## src/rtl/multi_flux_fifo.sv

```systemverilog
// multi_flux_fifo: tagged writes steered into FLUX independent FIFOs, read back through a one-hot select.
// Define FIFO_ERR_EN to add sticky err_ovf/err_unf outputs.
module multi_flux_fifo #(
  parameter int FLUX = 2,
  parameter int DATA_WIDTH = 18,
  parameter int DEPTH = 4,
  localparam int TAG_WIDTH = $clog2(FLUX),
  localparam int WIDTH = DATA_WIDTH + TAG_WIDTH
) (
  input  logic             clk,
  input  logic             rst_n,
  input  logic             write,
  input  logic [WIDTH-1:0] din,
  output logic [FLUX-1:0]  full,
  input  logic [FLUX-1:0]  read,
  output logic [WIDTH-1:0] dout,
  output logic [FLUX-1:0]  empty
`ifdef FIFO_ERR_EN
  ,
  output logic [FLUX-1:0]  err_ovf,
  output logic [FLUX-1:0]  err_unf
`endif
);
  localparam int PW = $clog2(DEPTH);
  localparam int CW = PW + 1;
  localparam logic [TAG_WIDTH:0] FLUX_T = (TAG_WIDTH+1)'(FLUX);
  localparam logic [CW-1:0] DEPTH_C = CW'(DEPTH);
  logic [DATA_WIDTH-1:0] mem_q [FLUX][DEPTH];
  logic [PW-1:0] wptr_q [FLUX];
  logic [PW-1:0] wptr_d [FLUX];
  logic [PW-1:0] rptr_q [FLUX];
  logic [PW-1:0] rptr_d [FLUX];
  logic [CW-1:0] cnt_q [FLUX];
  logic [CW-1:0] cnt_d [FLUX];
  logic [FLUX-1:0] wr_ok, rd_ok, wr_hit;
  logic [TAG_WIDTH-1:0] tag;
  logic tag_ok;
  assign tag = din[WIDTH-1:DATA_WIDTH];
  assign tag_ok = {1'b0, tag} < FLUX_T;
  // Flags come only from registered counts, never from this cycle's write/read.
  always_comb begin
    for (int i = 0; i < FLUX; i++) begin
      empty[i] = cnt_q[i] == '0;
      full[i] = cnt_q[i] == DEPTH_C;
    end
  end
  always_comb begin
    dout = '0;
    for (int i = 0; i < FLUX; i++) begin
      wr_hit[i] = write && tag_ok && tag == TAG_WIDTH'(i);
      wr_ok[i] = wr_hit[i] && !full[i];
      rd_ok[i] = $onehot(read) && read[i] && !empty[i];
      wptr_d[i] = wr_ok[i] ? wptr_q[i] + 1'b1 : wptr_q[i];
      rptr_d[i] = rd_ok[i] ? rptr_q[i] + 1'b1 : rptr_q[i];
      cnt_d[i] = (wr_ok[i] && !rd_ok[i]) ? cnt_q[i] + 1'b1 :
                 (rd_ok[i] && !wr_ok[i]) ? cnt_q[i] - 1'b1 : cnt_q[i];
      if (rd_ok[i]) dout = {TAG_WIDTH'(i), mem_q[i][rptr_q[i]]};
    end
  end
  always_ff @(posedge clk or negedge rst_n) begin
    if (!rst_n) begin
      wptr_q <= '{default: '0};
      rptr_q <= '{default: '0};
      cnt_q <= '{default: '0};
    end else begin
      wptr_q <= wptr_d;
      rptr_q <= rptr_d;
      cnt_q <= cnt_d;
    end
  end
  always_ff @(posedge clk) begin
    for (int i = 0; i < FLUX; i++)
      if (wr_ok[i]) mem_q[i][wptr_q[i]] <= din[DATA_WIDTH-1:0];
  end
`ifdef FIFO_ERR_EN
  logic [FLUX-1:0] ovf_q, ovf_d, unf_q, unf_d;
  // Out-of-range tags are charged to the last flux.
  always_comb begin
    unf_d = unf_q | (read & empty);
    ovf_d = ovf_q | (wr_hit & full);
    if (write && !tag_ok) ovf_d[FLUX-1] = 1'b1;
  end
  always_ff @(posedge clk or negedge rst_n) begin
    if (!rst_n) begin
      ovf_q <= '0;
      unf_q <= '0;
    end else begin
      ovf_q <= ovf_d;
      unf_q <= unf_d;
    end
  end
  assign err_ovf = ovf_q;
  assign err_unf = unf_q;
`endif
endmodule

```

## config.mk

```make
export PLATFORM = sky130hd
export DESIGN_NAME = multi_flux_fifo
export DESIGN_NICKNAME = d
export VERILOG_FILES = /design/src/rtl/multi_flux_fifo.sv
export SDC_FILE = /design/constraint.sdc
export NUM_CORES = 1
export LEC_CHECK = 0
export ABC_AREA = 1
export BUFFER_PORTS_ARGS = -buffer_cell sky130_fd_sc_hd__buf_2
export CORE_MARGIN = 4
export CORE_UTILIZATION = 49
export DETAILED_ROUTE_END_ITERATION = 12
export PLACE_DENSITY = 0.67
export SLEW_MARGIN = 10
export SYNTH_ARGS = -nofsm -noshare
export SYNTH_HDL_FRONTEND = slang
export SYNTH_SLANG_ARGS = --single-unit
```

## constraint.sdc

```tcl
create_clock -name clk -period 4.9 [get_ports clk]
set_input_delay 0.245 -clock clk [delete_from_list [all_inputs] [get_ports clk]]
set_output_delay 0.245 -clock clk [all_outputs]
set_load 0.005 [all_outputs]
```

# --- Word level (Yosys, flattened, before mapping) ---
# Memory sizes are Yosys's and may differ from the RTL's.
# Index checks and enable logic that the tools add are counted.
classes:
  add_sub_neg: 9
  order_cmp: 6
  n_eq_ne: 3
  n_mux: 23
  bitwise_logic: 5
  reduce_logical: 27
ops:
  columns: ["operator", "count"]
  rows:
  - ["$mux 72", 4]
  - ["$mux 18", 7]
  - ["$bmux 18 s2", 2]
  - ["$demux 18 s2", 2]
  - ["$reduce_or 72->1", 1]
  - ["$mux 19", 1]
  - ["$logic_and 1x1->1", 14]
  - ["$ge 3x3->1 const B", 4]
  - ["$mux 3", 4]
  - ["$not 2->3", 4]
  - ["$add 2x1->2 const B", 4]
  - ["$logic_not 1->1", 8]
  - ["$add 3x1->3 const B", 2]
  - ["$eq 3x3->1 const B", 2]
  - ["$logic_not 3->1", 2]
  - ["$lt 3x1->1 const B", 2]
  - ["$sub 3x1->3 const B", 2]
  - ["$reduce_bool 2->1", 2]
  - ["$mux 1", 3]
  - ["$add 1x1->2", 1]
  - ["$eq 2x1->1 const B", 1]
  - ["$not 1->1", 1]
totals:
  ff_bits: 14
  ram_bits: 144
  input_bits: 24
  output_inout_bits: 23
  elab_cells: 80
  memories: 1
mem_list:
  columns: ["memory", "words", "word_bits", "read_ports", "rd_ports_with_merged_regs", "wr", "line", "rtl"]
  rows:
  - ["mem_q", 2, 72, 2, 0, 1, "28", "logic [DATA_WIDTH-1:0] mem_q [FLUX][DEPTH];"]

# --- Depth between registers and ports, before layout ---
# Gate-level depths: netlist (run 1).
depth:
  depth_word: 8
  ltp_mapped: 11
  ltp_nobuf: 11

# --- Least setup slack after synthesis (run 1) ---
# No wires, ideal clock.
synth_timing:
  path_type: "register to register"
  from: "reg cnt_q[0] in the netlist's numbering"
  to: "mem mem_q[0][100] in the netlist's numbering (enable)"
  arrival_time_ns: 1.507
  required_ns: 4.507
  setup_slack_ns: 3.000
  stages_incl_launch_ff: 5
  n_path_buf: 0
  period_less_slack_ns: 1.900
  cell_sequence: "dfrtp_1 nor2_1 nand2_1 nand3_2 nor2_1"
synth_via:
  elab_chain_len: 7
  word_cells_on_any_way: 8
  cone_classes: "1 x eq/ne; 4 x mux; 3 x reduce/logical"
synth_rtl:
  columns: ["element", "line", "rtl"]
  rows:
  - ["from (decl)", "33", "logic [CW-1:0] cnt_q [FLUX];"]
  - ["from (signal assigned)", "68", "cnt_q <= cnt_d;"]
  - ["$eq 3x3->1 (*)", "44", "full[i] = cnt_q[i] == DEPTH_C;"]
  - ["$logic_not 1->1 (*)", "51", "wr_ok[i] = wr_hit[i] && !full[i];"]
  - ["$logic_and 1x1->1 (*)", "51", null]
  - ["$mux 1 (*)", "73", "if (wr_ok[i]) mem_q[i][wptr_q[i]] <= din[DATA_WIDTH-1:0];"]
  - ["$mux 72 (not written as such) (*)", "73", null]
  - ["$reduce_or 72->1 (no source line)", null, null]
  - ["$mux 1 (no source line) / $mux 72 (equally long branches)", null, null]
  - ["to (decl)", "28", null]
# Every way passes the cells marked *; elsewhere a longest branch is shown, timed or not.

# --- Final worst setup path (run 1) ---
layout_timing:
  from: "reg rptr_q[3] in the netlist's numbering"
  to: "out dout[13]"
layout_via:
  elab_chain_len: 6
layout_rtl:
  columns: ["element", "line", "rtl"]
  rows:
  - ["from (decl)", "31", "logic [PW-1:0] rptr_q [FLUX];"]
  - ["from (signal assigned)", "67", "rptr_q <= rptr_d;"]
  - ["$not 2->3 (not written as such)", "57", "if (rd_ok[i]) dout = {TAG_WIDTH'(i), mem_q[i][rptr_q[i]]};"]
  - ["$bmux 18 s2", "57", null]
  - ["$mux 18 (not written as such) (2 in series)", "57", null]
  - ["$mux 18", "57", null]
  - ["$mux 19", "57", null]
  - ["to (decl)", "16", "output logic [WIDTH-1:0] dout,"]
# Every way passes these cells. The select of a mux whose other input is x is not followed.

==> flow_metrics.py, run 1 <==
metrics = {
    "worst_setup_path": {
        "required_ns": 4.66,
        "worst-setup-path-type": "flip-flop to output port",
        "startpoint_type": "flip-flop",
        "critPathMaxFanout": 20,
        "reg2regPathDepth": 8,
        "arrival_ns": 2.49,
        "critical_path.endpoint_type": "output port",
    },
    "hold_path": {
        "worst_hold_path_type": "input port to flip-flop",
        "hold_path_depth": 1,
    },
    "cts": {
        "tritoncts": "built",
        "htree_levels": 4,
        "post_cts_buffers": 0,
        "numCtsBuffers": 17,
        "path_clk_slew_ns": 0.06,
        "clk_path_buf_depth": 2,
        "clk_latency_ns": 0.43,
        "numClockSinks": 158,
        "ctsRootBufferMaster": "clkbuf_16",
    },
    "floorplanning": {
        "initial_core_util_pct": 49.9,
        "die_y_um": 129,
        "boundaryPins": 47,
        "core-area_sq_mm": 0.0145,
        "die_w_um": 129,
        "row_count": 44,
        "dieArea_sq_mm": 0.0168,
    },
    "route": {
        "drc_errors": 0,
        "num_vias": 4835,
        "first_pass_iters": 4,
        "avgRoutedWirePerCell_um": 15.8,
        "viasPerCell": 4.90,
        "initialDrtViolationCount": 375,
        "final_antenna_net_count": 0,
        "wirelength_um": 15600,
    },
    "pwr": {
        "p_sw_mw": 1.52,
        "power.density_mw_per_mm2": 541,
        "power_leakage_nw": 3.94,
        "p_clk_share_pct": 30.4,
        "internal-power_mw": 2.91,
        "ir_drop_mv": 0.388,
        "pwr-share-comb_pct": 29.1,
        "power.share.switching_pct": 34.3,
        "seqPwrFrac_pct": 40.5,
    },
    "timing": {
        "rsz0062_at_grt": "false",
        "setup_tns_ns": 0,
        "relSlewSlack_pct": 17.8,
        "setup_viol": 0,
        "clock_skew_ns": 0.00580,
        "max_freq_mhz": 365,
        "final_max_slew_viol_count": 0,
        "tightest_slew_ns": 1.23,
        "period_minus_slack_ns": 2.74,
        "timing_hold_violations_final": 0,
        "fin_crit_sh_pct": 55.9,
    },
    "synthesis": {
        "synth_top_area_share_pct": 59.8,
        "netlist_instances": 740,
        "syn_area_sq_mm": 0.00723,
        "avgSynthCellArea_sq_um": 9.77,
        "syn_nets": 776,
        "synth_seq_cells": 158,
        "synth.distinct_cells": 19,
        "synth_top_area_cell": "edfxtp_1",
        "ys_seq_area_share_pct": 64.7,
        "synth.yosys.warnings": 0,
        "synth_area_leaders": "edfxtp_1 60%, nand2_1 14%, inv_1 9.0%, nand3_1 5.1%, dfrtp_1 4.8%",
    },
    "global_routing": {
        "grt_max_degree": 39,
        "grt_pass1_vias": 4805,
        "grt_pass1_wl_um": 24800,
        "grt_overflow": 0,
        "antenna_found_initial": 0,
        "grtUsageTotal_pct": 19.9,
    },
    "placed_design": {
        "dp_hpwl_um": 9070,
        "placed_cells": 953,
        "gp_congestion": 0.820,
        "portBuffers": 46,
    },
    "layout": {
        "nNetsFinal": 825,
        "drive_above_1_share_pct": 12.5,
        "fin_cells": 986,
        "area_growth_pct": 13.4,
        "diodes": 0,
    },
    "run": {
        "maxCapViolations": 0,
    },
    "status": {
        "status": "finished clean",
    },
}
## critical path, cell delays in order (launching register included)
cell and delay [ns]:
dfrtp_1 1.01, inv_2 0.46, nand3_1 0.21, nand2_1 0.08
nand2_1 0.07, nand2_1 0.10, buf_2 0.14
## layer usage
layer  vias up  global-route usage, %  share of wire (%)
met5         -                      0                  0
met4         0                   7.76                1.9
met3        22                   4.33                4.7
met2       121                   33.0                 50
met1      2328                   25.8                 44
li1       2364                      -                  -
## kinds of logic (layout without fill, tap and decap cells)
group | Yosys count | count (layout) | share of synthesized area, %
simple gates | 356 | 356 | 20.0
compound gates | 4 | 4 | 0.381
buf+inv | 204 | 266 | 11.9
xor+xnor | 6 | 6 | 0.727
fa+ha+maj | 12 | 12 | 2.28
flops | 158 | 158 | 64.7
## power by group through the flow
stage	sequential [mW]	combinational [mW]	clock [mW]
2_1_floorplan	1.75	0.988	0
3_3_place_gp	1.81	1.24	0
3_5_place_dp	1.82	1.28	0
4_1_cts	1.80	1.31	1.36
5_1_grt	1.82	1.46	1.42
6_report	1.80	1.29	1.35
## area by class of cell
type	count	area, sq um
Multi-Input combinational cell	378	1710
Tap cell	184	230
Timing Repair Buffer	55	300
Clock inverter	14	174
Inverter	179	672
Fill cell	1217	6280
Sequential cell	158	4670
Clock buffer	18	429
## flip-flops by register name (all words and copies together), names as in the netlist
register / count
rptr_q: 4
wptr_q: 4
cnt_q: 6
mem_q: 144
## cell usage after synthesis (all sizes together)
cell      n
nand3    76
edfxtp  144
nor2     10
inv     179
o21ai     2
nand2   268
buf      25
xnor2     2
fa        2
nand4     2
xor2      4
dfrtp    14
ha       10
a21oi     2
## final timing paths
check / slack (ns) / from / end
min in group asynchronous: 0.27 / rst_n / wptr_q[3]
min: 0.09 / din[0] / mem_q[0][54]
min reg2reg: 0.54 / wptr_q[0] / wptr_q[0]
max reg2reg: 2.19 / cnt_q[0] / cnt_q[1]
max in group asynchronous: 4.37 / rst_n / rptr_q[3]
max: 2.16 / rptr_q[3] / dout[13]
## metrics by stage
step / hold WS (ns) / utilization, % / setup WS [ns] / area, sq um / total power [mW]
after global routing: 0.0888 / 56.6 / 1.98 / 8190 / 4.69
after detailed placement: 0.171 / 52.4 / 2.30 / 7580 / 3.11
after CTS: 0.0805 / 56.6 / 2.09 / 8190 / 4.46
after global placement: 0.156 / 52.4 / 2.41 / 7580 / 3.05
final: 0.0913 / 56.6 / 2.16 / 8190 / 4.43
after floorplan: -0.0506 / - / 3.00 / 7230 / 2.74
## cells in the final DEF (no fill, tap or decap), types with 3 or more instances in the layout
cell        synthesis  final
clkinv_2            0      4
edfxtp_1          144    144
xor2_1              4      4
clkbuf_16           0     17
nor2_2              1      9
ha_1               10     10
buf_2               9     46
nand3_1            74     74
inv_2               5      5
dfrtp_1            14     14
bufinv_16           0      4
nand2_1           268    268
buf_4              10      8
clkinvlp_4          0      3
clkinv_1            0      3
inv_1             174    174
## timing repair
action,4_1_cts,5_1_grt
gates resized for setup,0,0
endpoints found under the setup margin,0,0
hold buffers,1,0
hold endpoints to repair,14,0
(Power assumes the default switching activity.)
==> inputs of run 2 (changes only) <==
Clock period 4.9 ns to 2.8 ns, I/O delays scaled along.
==> flow_metrics.py, run 2 (synthesis results as in run 1) <==
metrics = {
    "status": {
        "status": "finished clean",
    },
    "route": {
        "num_vias": 4823,
        "initialDrtViolationCount": 489,
        "final_antenna_net_count": 0,
        "viasPerCell": 4.84,
        "avgRoutedWirePerCell_um": 15.5,
        "drc_errors": 0,
        "first_pass_iters": 5,
        "wirelength_um": 15500,
    },
    "placed_design": {
        "portBuffers": 46,
        "dp_hpwl_um": 9000,
        "gp_congestion": 0.794,
    },
    "layout": {
        "mostFrequentLayoutCells": "268 x nand2_1, 174 x inv_1, 144 x edfxtp_1",
        "layout_commonest_cell": "nand2_1",
        "area_growth_pct": 13.1,
        "largest_reg_flops": 144,
        "diodes": 0,
        "nNetsFinal": 836,
        "drive_above_1_share_pct": 12.3,
    },
    "floorplanning": {
        "die_w_um": 129,
        "die_y_um": 129,
        "row_count": 44,
        "initial_core_util_pct": 49.9,
        "dieArea_sq_mm": 0.0168,
        "core-area_sq_mm": 0.0145,
        "boundaryPins": 47,
    },
    "cts": {
        "cts_resized": 0,
        "clk_path_buf_depth": 2,
        "clk_latency_ns": 0.42,
        "path_clk_slew_ns": 0.06,
        "tritoncts": "built",
        "numCtsBuffers": 17,
        "htree_levels": 4,
        "numClockSinks": 158,
        "ctsRootBufferMaster": "clkbuf_16",
    },
    "worst_setup_path": {
        "critical_path.endpoint_type": "output port",
        "arrival_ns": 2.15,
        "required_ns": 2.66,
        "worst-setup-path-type": "flip-flop to output port",
        "startpoint_type": "flip-flop",
        "critPathMaxFanout": 19,
    },
    "timing": {
        "setup_tns_ns": 0,
        "tightest_slew_ns": 0.744,
        "clock_skew_ns": 0.00785,
        "whs_ns": 0.00723,
        "rsz0062_at_grt": "false",
        "period_minus_slack_ns": 2.29,
        "max_freq_mhz": 437,
        "setup_viol": 0,
        "timing_hold_violations_final": 0,
        "fin_crit_sh_pct": 81.7,
        "final_max_slew_viol_count": 0,
        "relSlewSlack_pct": 50.3,
    },
    "global_routing": {
        "use_met1_pct": 27.4,
        "grt_pass1_wl_um": 25200,
        "grt_overflow": 0,
        "antenna_found_initial": 0,
        "met2_usage_pct": 31.8,
        "met3_usage_pct": 5.19,
        "grt_pass1_vias": 4724,
        "grtUsageTotal_pct": 20.2,
        "grt_max_degree": 39,
        "busiest_layer": "met2",
    },
    "pwr": {
        "power_leakage_nw": 3.94,
        "power.density_mw_per_mm2": 900,
        "ir_drop_mv": 0.520,
        "finalPower_mw": 7.35,
    },
    "hold_path": {
        "worst_hold_path_type": "input port to flip-flop",
    },
    "run": {
        "maxCapViolations": 0,
    },
}
-- run 2: changes by cell type in the layout (fill, tap and decap cells not counted), sizes merged --
| cell | previous run | this run |
|---|---|---|
| buf | 54 | 60 |
| dlygate4sd3 | 1 | 6 |
| bufinv | 4 | 0 |
| clkbuf | 18 | 20 |
| clkinv | 7 | 9 |
| clkinvlp | 3 | 2 |
-- run 2: per-stage QoR --
stage	util, %	std cells	cell area (sq um)	worst slack [ns]
final	56.5	996	8180	0.511
after global routing	56.5	996	8180	0.406
after CTS	56.5	996	8180	0.517
after detailed placement	52.7	959	7630	0.843
after global placement	52.7	959	7630	0.902
after floorplan	-	740	7230	0.900
-- run 2: per-layer routing --
metal	up-vias	part of all wire [%]
met5	-	0
met4	0	2.2
met3	29	7.2
met2	155	47
met1	2246	44
li1	2393	-
-- run 2: area by class of cell --
cell class | count | area (sq um)
fillers | 1225 | 6300
flip-flops and latches | 158 | 4670
multi-input cells | 378 | 1710
inverters | 179 | 672
clock buffers | 20 | 437
repair buffers | 66 | 395
well taps | 184 | 230
clock inverters | 11 | 52.6
-- run 2: critical path, stage by stage (launching register included) --
cell	delay [ns]
dfrtp_1	0.77
inv_2	0.41
nand3_1	0.19
nand2_1	0.06
nand2_1	0.07
nand2_1	0.09
buf_2	0.14
-- run 2: worst paths after layout --
kind                       cells past startpoint       from       endpoint  slack [ns]
setup / recovery                               6  rptr_q[3]       dout[16]        0.51
hold reg to reg                                2  wptr_q[1]      wptr_q[1]        0.54
hold / removal                                 1     din[8]  mem_q[0][116]       0.007
setup reg to reg                              11   cnt_q[4]       cnt_q[5]        0.83
min in group asynchronous                      2      rst_n      rptr_q[1]        0.15
max in group asynchronous                      2      rst_n       cnt_q[1]        2.39
-- run 2: power by group --
group	leakage, nW	internal, mW	switching (mW)
logic	2.23	0.751	1.58
registers	1.48	2.90	0.170
clock network	0.234	1.10	0.844
total	3.94	4.76	2.60
-- run 2: repair_timing --
action                                 4_1_cts  5_1_grt
endpoints found under the hold margin       53        0
setup buffers                                0        0
hold buffers                                 6        0
==> inputs of run 3 (changes only) <==
Settings changed: PLACE_DENSITY 0.67 to 0.69.
Clock period 2.8 ns to 2.1 ns, I/O delays scaled along.
==> flow_metrics.py, run 3 (synthesis results as in run 1) <==
metrics = {
    "status": {
        "status": "finished clean",
    },
    "timing": {
        "timing_hold_violations_final": 0,
        "clock_skew_ns": 0.00772,
        "setup_tns_ns": 0,
        "relSlewSlack_pct": 68.5,
        "max_freq_mhz": 513,
        "setup_viol": 0,
        "rsz0062_at_grt": "false",
        "period_minus_slack_ns": 1.95,
        "fin_crit_sh_pct": 92.8,
        "tightest_slew_ns": 0.472,
        "final_max_slew_viol_count": 0,
        "worst_slack_ns": 0.152,
    },
    "layout": {
        "nNetsFinal": 857,
        "fin_cells": 1017,
        "diodes": 0,
        "drive_above_1_share_pct": 13.4,
        "mostFrequentLayoutCells": "268 x nand2_1, 174 x inv_1, 144 x edfxtp_1",
        "layout_commonest_cell": "nand2_1",
        "area_growth_pct": 18.1,
        "stdcell_area_sq_mm": 0.00854,
        "finalCoreUtilization_pct": 59.0,
        "largest_reg_flops": 144,
    },
    "cts": {
        "clk_latency_ns": 0.42,
        "path_clk_slew_ns": 0.06,
        "clk_path_buf_depth": 2,
        "tritoncts": "built",
        "htree_levels": 4,
        "post_cts_buffers": 0,
        "numCtsBuffers": 17,
        "ctsRootBufferMaster": "clkbuf_16",
        "numClockSinks": 158,
    },
    "worst_setup_path": {
        "reg2regPathDepth": 9,
        "r2r-start": "cnt_q[0]",
        "critPathLaunch": "rptr_q[2]",
        "critPathMaxFanout": 38,
        "crit_slowest_cell": "buf_4",
        "crit_path_cell_trace": "buf_4 -> nand2_1 -> nand3_1 -> nand2_1 -> nand2_1 -> nand2_1 -> buf_2",
        "cp_top_family": "buffers and inverters",
        "startpoint_type": "flip-flop",
        "critical_path.endpoint_type": "output port",
        "crit_top_cell": "nand2_1",
        "worst-setup-path-type": "flip-flop to output port",
        "required_ns": 2.00,
        "critical_path_buf_inv_count": 2,
        "slowest_delay_ns": 0.43,
        "crit_cells": 7,
        "arrival_ns": 1.84,
    },
    "floorplanning": {
        "initial_core_util_pct": 49.9,
        "die_w_um": 129,
        "dieArea_sq_mm": 0.0168,
        "row_count": 44,
        "boundaryPins": 47,
        "core-area_sq_mm": 0.0145,
        "die_y_um": 129,
    },
    "global_routing": {
        "grt_pass1_wl_um": 25100,
        "grt_pass1_vias": 5062,
        "grt_overflow": 0,
        "grt_max_degree": 39,
        "antenna_found_initial": 0,
        "grtUsageTotal_pct": 20.0,
    },
    "placed_design": {
        "dp_hpwl_um": 9340,
        "pre_cts_slack_ns": 0.171,
        "portBuffers": 46,
        "gp_congestion": 0.796,
        "placed_cells": 964,
        "dpl_cell_area_sq_mm": 0.00766,
    },
    "pwr": {
        "power.density_mw_per_mm2": 1250,
        "power_leakage_nw": 4.10,
        "ir_drop_mv": 0.744,
    },
    "route": {
        "initialDrtViolationCount": 387,
        "first_pass_iters": 5,
        "avgRoutedWirePerCell_um": 15.3,
        "wirelength_um": 15600,
        "drc_errors": 0,
        "final_antenna_net_count": 0,
        "num_vias": 4947,
        "viasPerCell": 4.86,
    },
    "run": {
        "maxCapViolations": 0,
    },
    "hold_path": {
        "worst_hold_path_type": "input port to async pin",
    },
}
-- run 3: changes by cell type in the layout (fill, tap and decap cells not counted), sizes merged --
cell and delta:
buf +5, clkinv -3, bufinv +6, clkbuf -3
dlygate4sd3 +16
-- run 3: final timing paths --
check                            endpoint  slack (ns)
worst max-delay path              dout[3]        0.15
worst min-delay path             cnt_q[0]        0.13
worst max register to register   cnt_q[2]        0.17
worst min register to register  wptr_q[0]        0.54
max in group asynchronous        cnt_q[3]        1.72
min in group clk                rptr_q[0]        0.13
-- run 3: layout make-up --
type / count / area [sq um]
Clock buffer: 17 / 425
Clock inverter: 14 / 223
Fill cell: 1155 / 5940
Inverter: 179 / 677
Multi-Input combinational cell: 378 / 1710
Sequential cell: 158 / 4670
Tap cell: 184 / 230
Timing Repair Buffer: 87 / 593
-- run 3: where the power goes --
group | switching [mW] | internal [mW] | leakage (nW)
Sequential | 0.186 | 3.87 | 1.48
Clock | 1.15 | 2.20 | 0.313
Combinational | 2.18 | 1.05 | 2.32
Total | 3.52 | 7.13 | 4.10
-- run 3: layer usage --
| metal | global-route usage (%) | routed length (um) | up-vias |
|---|---|---|---|
| li1 | - | - | 2435 |
| met2 | 35.0 | 8050 | 153 |
| met5 | 0 | 0 | - |
| met3 | 4.41 | 955 | 34 |
| met4 | 8.92 | 386 | 0 |
| met1 | 23.6 | 6200 | 2325 |
-- run 3: per-stage QoR --
stage          hold slack, ns  power, mW
6_report                0.126       10.6
3_5_place_dp           0.0262       7.31
4_1_cts                 0.101       10.7
2_1_floorplan          -0.191       6.39
5_1_grt                 0.149       11.3
3_3_place_gp           0.0195       7.12
-- run 3: what timing repair did --
action | 4_1_cts | 5_1_grt
hold endpoints to repair | 160 | 0
gates resized for setup | 0 | 4
endpoints found under the setup margin | 0 | 13
hold buffers | 22 | 0
